==> src/rtl/sseg_scan_capture.sv <==
// sseg_scan_capture
// Reads a multiplexed, active-low seven-segment bus (segments + digit strobes)
// and rebuilds the displayed value as packed BCD, one nibble per digit.
// A digit is captured once its strobe/pattern pair has been stable for STABLE
// samples. Complete frames leave through a valid/ready output register.
// Optional build macro: SSEG_SCAN_SYNC_EN adds a two-flop synchronizer in
// front of the input register (flops reset to all ones, an idle bus).
module sseg_scan_capture #(
    parameter int DIGITS = 4,
    parameter int STABLE = 4
) (
    input  logic                clk,
    input  logic                rst,
    input  logic [6:0]          seg_n,
    input  logic [DIGITS-1:0]   an_n,
    output logic [4*DIGITS-1:0] bcd_out,
    output logic [DIGITS-1:0]   blank_out,
    output logic                err_out,
    output logic                out_valid,
    input  logic                out_ready
);
    localparam int         IW       = (DIGITS > 1) ? $clog2(DIGITS) : 1;
    localparam logic [7:0] STABLE_C = 8'(STABLE);

    logic [6:0]        seg_in;
    logic [DIGITS-1:0] an_in;

`ifdef SSEG_SCAN_SYNC_EN
    logic [6:0]        seg_s1_q, seg_s2_q;
    logic [DIGITS-1:0] an_s1_q, an_s2_q;

    // Two-flop synchronizer for pins driven from another clock domain.
    always_ff @(posedge clk) begin
        if (rst) begin
            seg_s1_q <= '1;
            seg_s2_q <= '1;
            an_s1_q  <= '1;
            an_s2_q  <= '1;
        end else begin
            seg_s1_q <= seg_n;
            seg_s2_q <= seg_s1_q;
            an_s1_q  <= an_n;
            an_s2_q  <= an_s1_q;
        end
    end

    assign seg_in = seg_s2_q;
    assign an_in  = an_s2_q;
`else
    assign seg_in = seg_n;
    assign an_in  = an_n;
`endif

    logic [6:0]        seg_q;
    logic [DIGITS-1:0] an_q;
    logic              smp_vld_q;

    // Input register. smp_vld_q masks the all-zero reset contents of an_q,
    // which would otherwise decode as a strobe collision and taint a frame.
    always_ff @(posedge clk) begin
        if (rst) begin
            seg_q     <= '0;
            an_q      <= '0;
            smp_vld_q <= 1'b0;
        end else begin
            seg_q     <= seg_in;
            an_q      <= an_in;
            smp_vld_q <= 1'b1;
        end
    end

    logic [3:0]    low_cnt;
    logic [IW-1:0] idx;
    logic          sel;
    logic          coll;

    // Strobe decode: one low bit selects a digit, none is idle, more is a collision.
    always_comb begin
        low_cnt = '0;
        idx     = '0;
        for (int i = 0; i < DIGITS; i++) begin
            if (!an_q[i]) begin
                low_cnt = low_cnt + 4'd1;
                idx     = IW'(i);
            end
        end
        sel  = smp_vld_q && (low_cnt == 4'd1);
        coll = smp_vld_q && (low_cnt > 4'd1);
    end

    logic [3:0] nib;
    logic       blank;
    logic       bad;

    // Pattern decode, inverse of the BCD-to-seven-segment table (bit 6 = g).
    always_comb begin
        nib   = 4'hE;
        blank = 1'b0;
        bad   = 1'b0;
        case (seg_q)
            7'b1000000: nib = 4'd0;
            7'b1111001: nib = 4'd1;
            7'b0100100: nib = 4'd2;
            7'b0110000: nib = 4'd3;
            7'b0011001: nib = 4'd4;
            7'b0010010: nib = 4'd5;
            7'b0000010: nib = 4'd6;
            7'b1111000: nib = 4'd7;
            7'b0000000: nib = 4'd8;
            7'b0010000: nib = 4'd9;
            7'b1111111: begin
                nib   = 4'hF;
                blank = 1'b1;
            end
            default:    bad = 1'b1;
        endcase
    end

    logic [7:0]    cnt_q, cnt_d;
    logic [IW-1:0] idx_q;
    logic [6:0]    pat_q;
    logic          same;
    logic          cap;

    // Stability counter. A restart on a new selection may itself complete the
    // count (STABLE=1), so a restart is always allowed to capture.
    always_comb begin
        same  = (cnt_q != 8'd0) && (idx == idx_q) && (seg_q == pat_q);
        cnt_d = 8'd0;
        if (sel) begin
            if (!same)
                cnt_d = 8'd1;
            else if (cnt_q < STABLE_C)
                cnt_d = cnt_q + 8'd1;
            else
                cnt_d = cnt_q;
        end
        cap = sel && (cnt_d == STABLE_C) && (!same || (cnt_q < STABLE_C));
    end

    // Counter and previous-sample registers used for the "same as last" test.
    always_ff @(posedge clk) begin
        if (rst) begin
            cnt_q <= '0;
            idx_q <= '0;
            pat_q <= '0;
        end else begin
            cnt_q <= cnt_d;
            idx_q <= idx;
            pat_q <= seg_q;
        end
    end

    logic [DIGITS-1:0]   cap_vec;
    logic [4*DIGITS-1:0] slot_flat;
    logic [DIGITS-1:0]   slot_blank;

    generate
        for (genvar gi = 0; gi < DIGITS; gi++) begin : g_slot
            logic [3:0] nib_q;
            logic       blank_q;

            assign cap_vec[gi] = cap && (idx == IW'(gi));

            // Slot keeps the most recent capture of this digit.
            always_ff @(posedge clk) begin
                if (rst) begin
                    nib_q   <= 4'h0;
                    blank_q <= 1'b0;
                end else if (cap_vec[gi]) begin
                    nib_q   <= nib;
                    blank_q <= blank;
                end
            end

            assign slot_flat[4*gi +: 4] = nib_q;
            assign slot_blank[gi]       = blank_q;
        end
    endgenerate

    logic [DIGITS-1:0] captured_q, captured_d;
    logic              err_acc_q, err_acc_d;
    logic              err_now;
    logic              xfer;

    // Frame bookkeeping: events in a transfer cycle belong to the next frame.
    always_comb begin
        err_now    = coll || (cap && bad);
        xfer       = (&captured_q) && (!out_valid || out_ready);
        captured_d = xfer ? cap_vec : (captured_q | cap_vec);
        err_acc_d  = xfer ? err_now : (err_acc_q | err_now);
    end

    // Frame state and valid/ready output register.
    always_ff @(posedge clk) begin
        if (rst) begin
            captured_q <= '0;
            err_acc_q  <= 1'b0;
            bcd_out    <= '0;
            blank_out  <= '0;
            err_out    <= 1'b0;
            out_valid  <= 1'b0;
        end else begin
            captured_q <= captured_d;
            err_acc_q  <= err_acc_d;
            if (xfer) begin
                bcd_out   <= slot_flat;
                blank_out <= slot_blank;
                err_out   <= err_acc_q;
                out_valid <= 1'b1;
            end else if (out_ready) begin
                out_valid <= 1'b0;
            end
        end
    end

endmodule

==> config.mk <==
export PLATFORM = sky130hd
export DESIGN_NAME = sseg_scan_capture
export DESIGN_NICKNAME = d
export VERILOG_FILES = /design/src/rtl/sseg_scan_capture.sv
export SDC_FILE = /design/constraint.sdc
export NUM_CORES = 1
export LEC_CHECK = 0
export BUFFER_PORTS_ARGS = -buffer_cell sky130_fd_sc_hd__clkbuf_2
export CORE_ASPECT_RATIO = 0.75
export CORE_MARGIN = 5
export CORE_UTILIZATION = 45
export CTS_BUF_LIST = sky130_fd_sc_hd__clkbuf_8
export DETAILED_ROUTE_END_ITERATION = 16
export MAX_ROUTING_LAYER = met4
export SETUP_SLACK_MARGIN = 0.1
export SLEW_MARGIN = 0
export SYNTH_ARGS = -nofsm -noshare
export SYNTH_HDL_FRONTEND = slang
export SYNTH_SLANG_ARGS = --single-unit
==> constraint.sdc <==
create_clock -name clk -period 3.8 [get_ports clk]
set_clock_uncertainty 0.2 [all_clocks]
set_input_delay 0.76 -clock clk [delete_from_list [all_inputs] [get_ports clk]]
set_output_delay 0.76 -clock clk [all_outputs]
set_load 0.005 [all_outputs]
==> impl_metrics.yaml, run 1 <==
job:
  max_cap_violations: 0
drt:
  wl_per_cell_um: 13.5
  via_per_inst: 5.09
  drt_iter0_drc: 86
  drt-pass1-iter-count: 4
  routed_wl_um: 6190
  drc: 0
  final_antenna_net_count: 0
  vias: 2333
clocking:
  cts_tree: "yes"
  clkTransAtPathRegs_ns: 0.07
  cts_buffers: 9
  clock_latency_ns: 0.34
  clockBufferDepth: 2
  h-tree-depth: 3
  cts_sinks: 76
  holdBufCountCts: 0
  cts_resized: 0
  cts_root_buf: "clkbuf_8"
  cts_setup_buffers: 0
power_and_ir_drop:
  p_total_uw: 1520
  ir_drop_mv: 0.155
  leakagePower_uw: 0.00151
  power.density_nw_per_um2: 430
finish:
  nets: 390
  fillers: 634
  n_antenna_cell: 0
  final_cell_count_no_fill: 458
  finalCoreUtilization_pct: 52.1
  syn2layout_area_growth_pct: 13.4
  final_layout_size_suffix_gt1_share_pct: 16.3
worst_setup_path:
  cp-end-kind: "register"
  crit_type: "register to register"
  critPathArrivalTime_ns: 3.08
  cp.required_ns: 3.78
  critPathLaunchType: "register"
  cp_max_fo: 6
floorplanning:
  initial_core_util_pct: 46.0
  pin_count: 36
  rows: 26
  core_area_sq_um: 6770
  die_x_um: 106
  dieHeight_um: 82
  dieArea_sq_um: 8690
global_routing:
  antenna_found_initial: 0
  grt_pass1_vias: 2208
  grt_overflow: 0
  track_usage_pct: 15.9
  grt_pass1_wl_um: 10500
  grt_start_max_net_pins: 30
yosys:
  synth-seq-area-share_pct: 48.9
  synthArstFlopShare_pct: 0
  synth.distinct_cells: 47
  synth_edf_count: 0
  synth_top_flop_cell: "dfxtp_1"
  syn_nets: 363
  syn_avg_cell_area_sq_um: 9.09
  yosysWarnings: 0
  synth_cells: 342
  synth.cell_area_sq_um: 3110
  yosys_register_bits: 76
placed_design:
  pre_cts_ws_ns: 0.696
  dpl.hpwl_um: 4350
  place_congestion: 0.834
  dp.cells: 442
  io_buffers: 35
timing:
  fmax_mhz: 322
  fin_setup_tns_ns: 0
  slew_headroom_pct: 34.4
  finalHoldViolCount: 0
  worst_pin_slew_ns: 0.984
  setup_ws_ns: 0.699
  min_period_over_period_pct: 81.6
  maxSlewViolCount: 0
  period_needed_ns: 3.10
  rsz0062_at_grt: "no"
  setup_viol: 0
status:
  status: "finished clean"
hold_path:
  hp-class: "register to register"
==> worst paths after layout <==
kind                             from                              end  slack (ns)  cells after the start
min reg2reg  bcd_out[10]$_SDFFE_PP0P_         bcd_out[10]$_SDFFE_PP0P_        0.25                      2
max reg2reg        an_q[1]$_SDFF_PP0_  g_slot[1].nib_q[2]$_SDFFE_PP0P_        0.70                     10
max                an_q[1]$_SDFF_PP0_  g_slot[1].nib_q[2]$_SDFFE_PP0P_        0.70                     10
min          bcd_out[10]$_SDFFE_PP0P_         bcd_out[10]$_SDFFE_PP0P_        0.25                      2
==> state kept, by name, summed over array words and instances, names as in the netlist <==
signal and flops:
an_q 4, bcd_out 16, blank_out 4, captured_q 4, cnt_q 8, err_acc_q 1, err_out 1, g_slot.blank_q 4
g_slot.nib_q 16, idx_q 2, out_valid 1, pat_q 7, seg_q 7, smp_vld_q 1
==> area by class of cell <==
class / instances / area [sq um] / area share, %
Sequential cell: 76 / 1520 / 43.1
Multi-Input combinational cell: 236 / 1470 / 41.8
Timing Repair Buffer: 38 / 198 / 5.60
Clock buffer: 14 / 193 / 5.46
Tap cell: 84 / 105 / 2.98
Inverter: 8 / 30.0 / 0.851
Clock inverter: 2 / 7.51 / 0.213
==> kinds of logic after synthesis <==
family | after synthesis | share of synthesized area [%]
buffers and inverters | 30 | 3.74
flip-flops | 76 | 48.9
multiplexers | 22 | 7.08
XOR/XNOR | 12 | 3.38
AND/OR/NAND/NOR | 142 | 24.1
adder cells (fa/ha/maj) | 7 | 2.82
AO/OA/AOI/OAI | 53 | 10.0
==> synthesized netlist by cell type (all sizes together), types with 3 or more instances <==
cell    number  share of area (%)
nor2         8               0.97
nand3        3               0.48
nand4        4                1.2
ha           7                2.8
buf          4               0.56
nand2b       3               0.60
nand2       75                9.1
xor2         3               0.84
o211ai       3               0.72
dfxtp       76                 49
mux2i       22                7.1
inv          8               0.97
nor3         6                1.3
nor4b        3               0.84
nor2b       21                4.2
clkbuf      18                2.2
a21oi       33                5.3
and2         6                1.2
o21ai        5               0.80
xnor2        9                2.5
==> cell usage in the layout, fill, tap and decap left out, drive strengths merged, types with 3 or more instances in the layout <==
cell type   n
nand2      75
dfxtp      76
o211ai      3
ha          7
inv        10
clkbuf     49
nor4b       3
xor2        3
buf         3
mux2i      22
nor3        6
nand3       3
a21oi      33
and2        6
nand4       4
xnor2       9
nor2        8
o21ai       5
nand2b      3
nor2b      21
==> through the flow <==
stage | hold WS (ns) | area [sq um]
final | 0.253 | 3530
after CTS | 0.257 | 3530
after floorplan | 0.232 | 3110
after detailed placement | 0.247 | 3330
after global routing | 0.271 | 3530
after global placement | 0.243 | 3330
==> critical path, stage by stage, from the launching register on <==
cell	delay, ns
dfxtp_1	0.42
inv_1	0.13
ha_1	0.33
xnor2_1	0.20
ha_1	0.26
nor3b_1	0.18
a211o_1	0.14
nand3_1	0.16
nor4_4	0.42
nand4_2	0.31
mux2i_1	0.21
==> power by group <==
part | internal, uW | total (uW) | switching, uW | leakage (uW)
sequential | 809 | 830 | 20.8 | 0.000618
clock | 323 | 592 | 270 | 0.000111
combinational | 41.5 | 93.5 | 51.9 | 0.000786
==> routing by layer <==
metal  share of wire [%]  vias to the layer above  track usage, %
met3                 4.1                        7            5.58
met1                  54                     1081            21.3
met2                  41                       40            22.7
met5                   0                        -               -
li1                    -                     1205               -
met4                 1.1                        0            4.66
No activity file was read; power rests on OpenSTA's default activity.
==> inputs of run 2 (changes only) <==
==> constraint.sdc (replaced) <==
create_clock -name clk -period 3.2 [get_ports clk]
set_clock_uncertainty 0.2 [all_clocks]
set_input_delay 0.64 -clock clk [delete_from_list [all_inputs] [get_ports clk]]
set_output_delay 0.64 -clock clk [all_outputs]
set_load 0.005 [all_outputs]
==> impl_metrics.yaml, run 2 (same netlist as run 1, synthesis figures left out) <==
finish:
  final_layout_size_suffix_gt1_share_pct: 18.4
  fillers: 655
  syn2layout_area_growth_pct: 15.0
  final_common_cell: "dfxtp_1"
  final_cell_mix: "75 x dfxtp_1, 74 x nand2_1, 35 x clkbuf_2, 33 x a21oi_1, 22 x mux2i_1"
  n_antenna_cell: 0
  reg_top3: "bcd_out (16), g_slot.nib_q (16), cnt_q (8)"
  nets: 396
drt:
  wl_per_cell_um: 13.4
  routed_wl_um: 6240
  vias: 2334
  via_per_inst: 5.03
  drt_iter0_drc: 82
  final_antenna_net_count: 0
  drt-pass1-iter-count: 4
  drc: 0
power_and_ir_drop:
  leakagePower_uw: 0.00152
  power.density_nw_per_um2: 491
  p_total_uw: 1760
  ir_drop_mv: 0.185
global_routing:
  track_usage_pct: 16.4
  antenna_found_initial: 0
  grt_pass1_vias: 2210
  grt_start_max_net_pins: 30
  grt_overflow: 0
  grt_pass1_wl_um: 10800
floorplanning:
  rows: 26
  initial_core_util_pct: 46.0
  dieArea_sq_um: 8690
  die_x_um: 106
  pin_count: 36
  core_area_sq_um: 6770
  dieHeight_um: 82
timing:
  hold_ws_ns: 0.253
  setup_viol: 0
  period_needed_ns: 2.98
  min_period_over_period_pct: 93.1
  worst_pin_slew_ns: 0.609
  rsz0062_at_grt: "yes"
  maxSlewViolCount: 0
  fin_setup_tns_ns: 0
  finalHoldViolCount: 0
  slew_headroom_pct: 59.1
  fmax_mhz: 336
worst_setup_path:
  critPathTopFamily: "simple AND/OR/NAND/NOR gates"
  path_common_cell: "ha_1"
  worstPathCellList: "inv_1, ha_1, xnor2_2, ha_1, nor3b_1, a211o_1, nand3_1, nor4_4, buf_4, nand3b_2, mux2i_1"
  worstRegToRegCells: 11
  worst-path-buf-inv: 2
  r2r_end: "g_slot[2].nib_q[2]$_SDFFE_PP0P_"
  critPathArrivalTime_ns: 2.98
  r2r_slack_ns: 0.22
  max_stage_delay_ns: 0.39
  cp.required_ns: 3.20
  cp-end-kind: "register"
  cp_max_fo: 6
  crit_type: "register to register"
  cp_slowest_cell: "dfxtp_2"
  reg2reg_from: "an_q[1]$_SDFF_PP0_"
  critPathLaunchType: "register"
clocking:
  h-tree-depth: 3
  cts_tree: "yes"
  cts_root_buf: "clkbuf_8"
  clockBufferDepth: 2
  clkTransAtPathRegs_ns: 0.07
  cts_buffers: 9
  clock_latency_ns: 0.34
  cts_sinks: 76
  holdBufCountCts: 0
hold_path:
  min_to: "blank_out[3]$_SDFFE_PP0P_"
  hold_path_depth: 2
  min_from: "blank_out[3]$_SDFFE_PP0P_"
  hp-class: "register to register"
placed_design:
  place_congestion: 0.864
  dpl.hpwl_um: 4340
  io_buffers: 35
status:
  status: "finished clean"
job:
  max_cap_violations: 0
==> run 2: timing repair <==
action / in CTS / in global routing
setup buffers: 0 / 1
endpoints found under the setup margin: 0 / 24
gates resized for setup: 0 / 4
==> run 2: routing by layer <==
metal / share of wire (%) / vias up / GRT usage, % / wire length (um)
met5: 0 / - / - / 0
met4: 0.74 / 0 / 5.43 / 46
met3: 4.4 / 4 / 5.42 / 277
met2: 42 / 44 / 23.3 / 2610
met1: 53 / 1074 / 21.9 / 3300
li1: - / 1212 / - / -
==> run 2: worst max path at each step <==
stage | end | slack, ns | cells after the start | startpoint
finish | g_slot[2].nib_q[2]$_SDFFE_PP0P_ | 0.22 | 11 | an_q[1]$_SDFF_PP0_
global route | g_slot[2].nib_q[3]$_SDFFE_PP0P_ | 0.05 | 11 | an_q[1]$_SDFF_PP0_
CTS | g_slot[0].nib_q[2]$_SDFFE_PP0P_ | 0.10 | 10 | an_q[1]$_SDFF_PP0_
detailed placement | g_slot[0].nib_q[2]$_SDFFE_PP0P_ | 0.12 | 10 | an_q[1]$_SDFF_PP0_
global placement | g_slot[1].nib_q[2]$_SDFFE_PP0P_ | 0.22 | 10 | an_q[1]$_SDFF_PP0_
floorplan | g_slot[0].nib_q[2]$_SDFFE_PP0P_ | 0.44 | 10 | an_q[1]$_SDFF_PP0_
==> run 2: through the flow <==
step / instance area [sq um] / instances / setup slack, ns / utilization (%)
3_5_place_dp: 3360 / 447 / 0.122 / 49.7
4_1_cts: 3540 / 463 / 0.102 / 52.4
5_1_grt: 3580 / 464 / 0.0505 / 52.9
2_1_floorplan: 3110 / 342 / 0.439 / -
3_3_place_gp: 3360 / 447 / 0.223 / 49.7
6_report: 3580 / 464 / 0.220 / 52.9
==> run 2: where the power goes <==
| group | leakage, uW | switching (uW) | internal, uW |
|---|---|---|---|
| Sequential | 0.000618 | 21.9 | 961 |
| Combinational | 0.000804 | 67.4 | 54.1 |
| Clock | 0.000100 | 334 | 318 |
==> run 2: worst min-delay path, stage by stage (launching register included) <==
cell and delay (ns):
dfxtp_1 0.31, nand2_1 0.05, a21oi_1 0.05
==> run 2: layout make-up <==
cell class	instances	area, sq um	share of cell area, %
multi-input combinational	236	1500	41.9
clock buffer	11	151	4.23
inverter	8	30.0	0.839
timing repair buffer	44	243	6.79
tap	84	105	2.94
sequential	76	1520	42.6
clock inverter	5	27.5	0.769
